`config.mk`:
```
export PLATFORM = sky130hd
export DESIGN_NAME = fifo_to_axis_video
export DESIGN_NICKNAME = d
export VERILOG_FILES = /design/src/rtl/video_pkg.sv /design/src/rtl/axis_skid_buf.sv /design/src/rtl/fifo_to_axis_video.sv
export SDC_FILE = /design/constraint.sdc
export NUM_CORES = 1
export LEC_CHECK = 0
export CAP_MARGIN = 20
export CORE_ASPECT_RATIO = 2
export CORE_MARGIN = 3
export CORE_UTILIZATION = 45
export CTS_CLUSTER_DIAMETER = 200
export DETAILED_ROUTE_END_ITERATION = 16
export PLACE_DENSITY = 0.73
export SKIP_CTS_REPAIR_TIMING = 1
export SLEW_MARGIN = 25
export SYNTH_ARGS = -nofsm -noshare
export SYNTH_HDL_FRONTEND = slang
export SYNTH_SLANG_ARGS = --single-unit
```
`constraint.sdc`:
```
create_clock -name clk -period 2 [get_ports clk]
set_input_delay 0.3 -clock clk [delete_from_list [all_inputs] [get_ports clk]]
set_output_delay 0.3 -clock clk [all_outputs]
set_load 0.05 [all_outputs]
```
`src/rtl/video_pkg.sv`:
```
// Shared definitions for the capture-FIFO to AXI4-Stream video bridge:
// FSM encoding, FIFO word field positions and default frame geometry.
package video_pkg;

    typedef enum logic [1:0] {
        ST_SYNC        = 2'd0,
        ST_WAIT_VS_LOW = 2'd1,
        ST_ACTIVE      = 2'd2
    } vid_state_t;

    localparam int DEF_H_ACTIVE = 640;
    localparam int DEF_V_ACTIVE = 480;

    // FIFO word is {vsync, href, pixel}; sync flags sit just above the pixel field
    localparam int HREF_OFS  = 0;
    localparam int VSYNC_OFS = 1;

    function automatic int href_pos(input int data_w);
        return data_w + HREF_OFS;
    endfunction

    function automatic int vsync_pos(input int data_w);
        return data_w + VSYNC_OFS;
    endfunction

    function automatic int cnt_w(input int n);
        return (n > 1) ? $clog2(n) : 1;
    endfunction

endpackage

```
`src/rtl/axis_skid_buf.sv`:
```
// Two-entry output buffer; the head entry stays put until it is handshaken,
// so the presented beat is stable under backpressure.
module axis_skid_buf #(
    parameter int W = 8
) (
    input  logic         clk,
    input  logic         reset_n,
    input  logic         i_push,
    input  logic [W-1:0] i_data,
    input  logic         i_ready,
    output logic         o_valid,
    output logic [W-1:0] o_data,
    output logic [1:0]   o_count
);
    logic       r_wr_ptr;
    logic       r_rd_ptr;
    logic [1:0] r_count;
    logic [1:0] w_count_next;
    logic       w_pop;

    assign o_valid = (r_count != 2'd0);
    assign w_pop   = o_valid & i_ready;
    assign o_count = r_count;

    generate
        for (genvar gi = 0; gi < 2; gi++) begin : g_entry
            logic [W-1:0] r_entry;
            always_ff @(posedge clk or negedge reset_n) begin
                if (!reset_n) begin
                    r_entry <= '0;
                end else if (i_push && (r_wr_ptr == 1'(gi))) begin
                    r_entry <= i_data;
                end
            end
        end
    endgenerate

    assign o_data = r_rd_ptr ? g_entry[1].r_entry : g_entry[0].r_entry;

    always_comb begin
        w_count_next = r_count;
        case ({i_push, w_pop})
            2'b10:   w_count_next = r_count + 2'd1;
            2'b01:   w_count_next = r_count - 2'd1;
            default: w_count_next = r_count;
        endcase
    end

    always_ff @(posedge clk or negedge reset_n) begin
        if (!reset_n) begin
            r_wr_ptr <= 1'b0;
            r_rd_ptr <= 1'b0;
            r_count  <= 2'd0;
        end else begin
            if (i_push) r_wr_ptr <= ~r_wr_ptr;
            if (w_pop)  r_rd_ptr <= ~r_rd_ptr;
            r_count <= w_count_next;
        end
    end

endmodule

```
`src/rtl/fifo_to_axis_video.sv`:
```
// Converts capture-FIFO words {vsync, href, pixel} into an AXI4-Stream video
// stream with tuser/tlast framing. Define FRAME_COUNT_EN to add frame_count.
module fifo_to_axis_video
    import video_pkg::*;
#(
    parameter int DATA_W   = 16,
    parameter int H_ACTIVE = DEF_H_ACTIVE,
    parameter int V_ACTIVE = DEF_V_ACTIVE
) (
    input  logic              clk,
    input  logic              reset_n,
    input  logic              fifo_empty,
    input  logic [DATA_W+1:0] fifo_dout,
    output logic              fifo_rd_en,
    output logic [DATA_W-1:0] m_axis_video_tdata,
    output logic              m_axis_video_tvalid,
    input  logic              m_axis_video_tready,
    output logic              m_axis_video_tuser,
    output logic              m_axis_video_tlast,
    output logic              line_err,
    output logic              frame_done
`ifdef FRAME_COUNT_EN
    ,
    output logic [15:0]       frame_count
`endif
);
    localparam int X_W   = cnt_w(H_ACTIVE);
    localparam int Y_W   = cnt_w(V_ACTIVE);
    localparam int BUF_W = DATA_W + 3;
    localparam int VS_BIT = vsync_pos(DATA_W);
    localparam int HR_BIT = href_pos(DATA_W);
    localparam logic [X_W-1:0] X_LAST = X_W'(H_ACTIVE - 1);
    localparam logic [Y_W-1:0] Y_LAST = Y_W'(V_ACTIVE - 1);

    vid_state_t     r_state, w_state_next;
    logic [X_W-1:0] r_x, w_x_next;
    logic [Y_W-1:0] r_y, w_y_next;
    logic           r_drop, w_drop_next;
    logic           r_line_err, w_err_next;
    logic           r_rd_pending;

    logic              w_vsync, w_href;
    logic [DATA_W-1:0] w_pixel;
    logic              w_push, w_first, w_last, w_fend;
    logic [BUF_W-1:0]  w_buf_in, w_buf_out;
    logic [1:0]        w_occ;
    logic              w_valid;

    assign w_vsync = fifo_dout[VS_BIT];
    assign w_href  = fifo_dout[HR_BIT];
    assign w_pixel = fifo_dout[DATA_W-1:0];

    // Reads are throttled so every word in flight is guaranteed a buffer slot
    assign fifo_rd_en = reset_n & ~fifo_empty
                        & ((w_occ + {1'b0, r_rd_pending}) < 2'd2);

    always_comb begin
        w_state_next = r_state;
        w_x_next     = r_x;
        w_y_next     = r_y;
        w_drop_next  = r_drop;
        w_err_next   = r_line_err;
        w_push       = 1'b0;
        w_first      = 1'b0;
        w_last       = 1'b0;
        w_fend       = 1'b0;
        if (r_rd_pending) begin
            case (r_state)
                ST_SYNC: begin
                    if (w_vsync) w_state_next = ST_WAIT_VS_LOW;
                end
                ST_WAIT_VS_LOW: begin
                    if (!w_vsync) begin
                        w_state_next = ST_ACTIVE;
                        w_x_next     = '0;
                        w_y_next     = '0;
                        w_drop_next  = 1'b0;
                    end
                end
                ST_ACTIVE: begin
                    if (w_vsync) begin
                        w_err_next   = 1'b1;
                        w_state_next = ST_WAIT_VS_LOW;
                    end else if (!w_href) begin
                        w_drop_next = 1'b0;
                        if (!r_drop && (r_x != '0)) begin
                            w_err_next = 1'b1;
                            w_x_next   = '0;
                        end
                    end else if (r_drop) begin
                        w_err_next = 1'b1;
                    end else begin
                        w_push  = 1'b1;
                        w_first = (r_x == '0) && (r_y == '0);
                        w_last  = (r_x == X_LAST);
                        w_fend  = w_last && (r_y == Y_LAST);
                        if (w_last) begin
                            w_x_next    = '0;
                            w_drop_next = 1'b1;
                            if (r_y == Y_LAST) begin
                                w_y_next     = '0;
                                w_state_next = ST_SYNC;
                            end else begin
                                w_y_next = r_y + 1'b1;
                            end
                        end else begin
                            w_x_next = r_x + 1'b1;
                        end
                    end
                end
                default: w_state_next = ST_SYNC;
            endcase
        end
    end

    always_ff @(posedge clk or negedge reset_n) begin
        if (!reset_n) begin
            r_state      <= ST_SYNC;
            r_x          <= '0;
            r_y          <= '0;
            r_drop       <= 1'b0;
            r_line_err   <= 1'b0;
            r_rd_pending <= 1'b0;
        end else begin
            r_state      <= w_state_next;
            r_x          <= w_x_next;
            r_y          <= w_y_next;
            r_drop       <= w_drop_next;
            r_line_err   <= w_err_next;
            r_rd_pending <= fifo_rd_en;
        end
    end

    // The end-of-frame marker travels with the beat so frame_done lines up
    // with the handshake rather than with FIFO capture
    assign w_buf_in = {w_fend, w_first, w_last, w_pixel};

    axis_skid_buf #(
        .W (BUF_W)
    ) u_skid (
        .clk     (clk),
        .reset_n (reset_n),
        .i_push  (w_push),
        .i_data  (w_buf_in),
        .i_ready (m_axis_video_tready),
        .o_valid (w_valid),
        .o_data  (w_buf_out),
        .o_count (w_occ)
    );

    assign m_axis_video_tvalid = w_valid;
    assign m_axis_video_tdata  = w_buf_out[DATA_W-1:0];
    assign m_axis_video_tlast  = w_buf_out[DATA_W];
    assign m_axis_video_tuser  = w_buf_out[DATA_W+1];
    assign frame_done          = w_valid & m_axis_video_tready & w_buf_out[DATA_W+2];
    assign line_err            = r_line_err;

`ifdef FRAME_COUNT_EN
    logic [15:0] r_frame_count;
    always_ff @(posedge clk or negedge reset_n) begin
        if (!reset_n) begin
            r_frame_count <= 16'd0;
        end else if (frame_done) begin
            r_frame_count <= r_frame_count + 16'd1;
        end
    end
    assign frame_count = r_frame_count;
`endif

endmodule
```
==> summary by stage <==
Critical path
The worst reg-to-reg setup slack is about 0.12 ns. The reg-to-reg startpoint is r_x[0]. The worst register-to-register path has a depth of 8. The end of the worst register-to-register path is r_x[3].

The top fanout value on the critical path is 8. The critical path goes through buf_4 -> mux2_2 -> buf_4. The most numerous cell type found on the critical path is buf_4. The maximum single-stage delay on the critical path is approximately 0.50 ns. The worst setup path startpoint is u_skid.r_rd_ptr. The type of the setup path with the least slack is register to output pin.

STA classifies the critical path startpoint as a register. At the worst endpoint, the arrival time is 1.61 ns. The data required time of the worst path is ~1.7 ns.

The critical path capture point type is an output pin. The slowest cell on the critical path is dfrtp_1.

Synthesis
The number of enable-type register cells in the synthesized netlist is 0. The share of synthesized area in the top cell type comes to 0.5000. The count of warnings emitted by yosys is 0. Averaged over all synthesized cells, the footprint is approximately 11 µm². Ranked by total cell area, the synthesized netlist is headed by dfrtp_1 (50%), mux2_2 (17%), o21ai_0 (2.9%). The post-synth design cell area is 3303 µm². Yosys mapped the design onto 53 distinct sky130hd cell types. The most used flip-flop cell after synthesis is dfrtp_1. Summed over all instances, the cell type with the most area after synthesis is dfrtp_1.

After synthesis, the share of flip-flops with an asynchronous set or reset is 1.000. Synthesis inferred 66 register bits. The number of cells produced by synthesis is 294. Counting every net in the synthesized netlist gives 321. Of the synthesized area, sequential elements account for 0.5000.

Floorplan
From left edge to right edge, the die measures roughly 67 µm. The number of I/O pins is 44. The initial utilization of the core area, before any placement, comes to 0.4687. The total number of placement rows is 43. The floorplan die area is 8467 µm². The placeable core region is 7048 µm². The die outline height is between 100 and 150 µm.

Clock network
The number of sinks handled by clock tree synthesis is 66. The H-tree depth is 3. Clock-pin slew was measured on the worst setup and hold paths at 0.05 ns. The maximum buffer depth of the clock tree is 2. TritonCTS built the clock tree. The CTS buffer count is 9. The clock latency of the later-clocked register in the worst-skew pair is between 0.3 and 0.4 ns.

The tree is rooted in a clkbuf_16.

Global route
The number of global-route vias before repair is 2727. The number of antenna violations at the first check in global routing was 0. The total track usage is 0.1892.

The largest net degree at the start of global routing is 67. The leftover overflow at the end of global routing is 0. The first-pass GRT wire length is 12250 µm.

Cells and area
0 antenna diodes ended up in the layout. For this run, the share of the core covered by cells in the final layout is 0.6268. The synthesis-to-finish area growth is 33.75%. After filler insertion, the fill cell instance count of the layout stands at 549. The total number of nets in the final design is about 400.

The fraction of final layout cells sized beyond drive strength 1 is 0.3653.

Placed design
The final estimated routing congestion in global placement is 0.8423. Prior to clock tree synthesis, the placed netlist has a worst setup slack of -0.09997 ns. The wire-length estimate of the detail-placed layout is 5210 µm. The count of buffers inserted at the top-level ports is 43.

Power
Of the total power, combinational logic draws 0.360. Of the total power, the share spent switching nets is 0.3536. Across the VDD grid, the largest voltage drop is ~0.00052 V. Of the total power, registers draw 0.342. The areal power density over the cells is 1233 nW/µm².

The switching power total is approximately 0.0019 W. The internal power of the cells is about 0.0035 W. The share of total power dissipated in the clock network is 0.298. The overall power consumption is 0.005450 W. The leakage power is 2.054 nW.

Detailed routing
The initial detailed-routing violation count is 142. In the routed layout, each cell is associated on average with a via count of 5.561. For this block, the routed nets add up to 7295 µm of wire.

The number of vias after detailed routing is 2586. The number of design rule violations left after detail routing is 0. In this run the remaining antenna-violating nets after routing total 0. The per-cell routed wire length is 15.69 µm.

The number of search-and-repair iterations in the first detailed-routing pass is 4.

Run
The number of maximum-capacitance violations is 0.

Timing
The worst pin sits at a relative slew slack of 0.4492. After layout, the minimum clock period comes to 1.908 ns. Clock skew on the completed layout was measured at 0.004165 ns. The period utilization is 0.9540. Setup slack closes at between 0.09 and 0.1 ns. The max-slew violation count came to 0.

The final hold violation count is 0. At the pin with the least slew margin, the transition time is a little over 0.8 ns. The maximum clock rate is 524.1 MHz.

Setup violations remaining at the end of the flow were counted as 0.

Status
The flow ran to the end, and the final reports show no timing, DRC or antenna violations.

Min path
The kind of path behind the tightest hold check is input port to asynchronous set/reset pin.
-- metal layers --
layer | up-vias | part of all wire | track usage | wire (µm)
met3 | 19 | 0.041 | 0.04134 | 299
met1 | 1279 | 0.37 | 0.1955 | 2697
met2 | 62 | 0.55 | 0.3390 | 4047
li1 | 1226 | - | - | -
met4 | 0 | 0.035 | 0.1054 | 252
met5 | - | 0 | 0 | 0
-- cell usage after synthesis, types with 3 or more instances --
| library cell | instances |
|---|---|
| a21oi_1 | 4 |
| a22o_1 | 3 |
| buf_2 | 3 |
| clkbuf_1 | 4 |
| dfrtp_1 | 66 |
| ha_1 | 5 |
| inv_1 | 15 |
| mux2_2 | 51 |
| nand2_1 | 20 |
| nand2b_1 | 4 |
| nand3_1 | 15 |
| nand4_1 | 4 |
| nor2_1 | 13 |
| nor2b_1 | 3 |
| nor3_1 | 5 |
| o21ai_0 | 19 |
| o21ai_1 | 6 |
| o31ai_1 | 5 |
| o41ai_1 | 3 |
| or4_1 | 3 |
| xnor2_1 | 5 |
-- registers in the layout (all words and copies together) (netlist names) --
name	flops
u_skid.g_entry.r_entry	38
r_rd_pending	1
r_x	10
u_skid.r_wr_ptr	1
u_skid.o_count	2
line_err	1
r_state	2
u_skid.r_rd_ptr	1
r_drop	1
r_y	9
-- cell type report --
type	count	area, µm²	area share
timing repair buffer	73	678.2	0.1535
sequential	66	1653	0.3741
clock inverter	5	61.31	0.01388
multi-input combinational	205	1604	0.3631
clock buffer	11	252.7	0.05721
inverter	15	56.30	0.01274
tap	90	112.6	0.02549
-- power groups by stage --
stage,Sequential [W],Combinational [W],Clock (W)
floorplan,0.00183,0.00127,0
global placement,0.00187,0.00190,0
detailed placement,0.00189,0.00193,0
CTS,0.00187,0.00194,0.00166
global route,0.00191,0.00212,0.00172
finish,0.00186,0.00196,0.00162
-- worst max-delay path: cells and delay by family (launching register included) --
family / cells / cell delay [ns]
buffers and inverters: 2 / 0.43
DFF: 1 / 0.50
muxes: 1 / 0.35
-- cells in the final DEF, fill, tap and decap left out, types with 2 or more instances in the layout --
cell type,synthesis,layout
and2_1,2,2
o21bai_1,2,2
or3_1,2,2
mux2_2,51,51
dfrtp_1,66,65
o21ai_1,6,6
clkbuf_8,0,2
nor2_1,13,12
buf_12,0,6
clkbuf_16,0,9
a21oi_1,4,4
a22o_1,3,3
a31oi_1,2,2
nand2_1,20,20
nor3_1,5,5
xnor2_1,5,5
nand3_1,15,13
ha_1,5,5
o31ai_1,5,5
o41ai_1,3,3
inv_1,15,15
o21ai_0,19,19
clkdlybuf4s50_1,0,21
nor2b_1,3,3
and3_1,2,2
nand2b_1,4,3
or4_1,3,3
clkinvlp_4,0,3
nand4_1,4,4
nand3_2,1,3
buf_4,1,44
-- cell families (layout without fill, tap and decap cells) --
| logic type | after synthesis | count (layout) | synth area share |
|---|---|---|---|
| adder cells (fa/ha/maj) | 5 | 5 | 0.01894 |
| buffers and inverters | 23 | 104 | 0.02841 |
| AND/OR/NAND/NOR | 88 | 88 | 0.1466 |
| XOR/XNOR | 6 | 6 | 0.01591 |
| AO/OA/AOI/OAI | 53 | 53 | 0.1099 |
| multiplexers | 53 | 53 | 0.1803 |
| flip-flops | 66 | 66 | 0.5000 |
-- stage by stage --
stage / instances / hold slack [ns] / cell area [µm²] / setup TNS [ns]
floorplan: 294 / 0.004409 / 3308 / 0
global placement: 448 / 0.4560 / 4051 / -0.5756
detailed placement: 448 / 0.4671 / 4051 / -1.233
CTS: 464 / 0.2062 / 4365 / -0.1549
global route: 465 / 0.2582 / 4418 / -0.002037
finish: 465 / 0.1715 / 4418 / 0
-- worst max path at each step --
| stage | endpoint | slack, ns |
|---|---|---|
| 6_report | m_axis_video_tdata[9] | 0.09 |
| 3_5_place_dp | r_x[9] | -0.1 |
| 4_1_cts | m_axis_video_tvalid | -0.09 |
| 5_1_grt | r_x[3] | -0.002 |
| 3_3_place_gp | r_x[3] | -0.06 |
| 2_1_floorplan | r_x[3] | 0.14 |
Power figures use the tool's default switching activity.
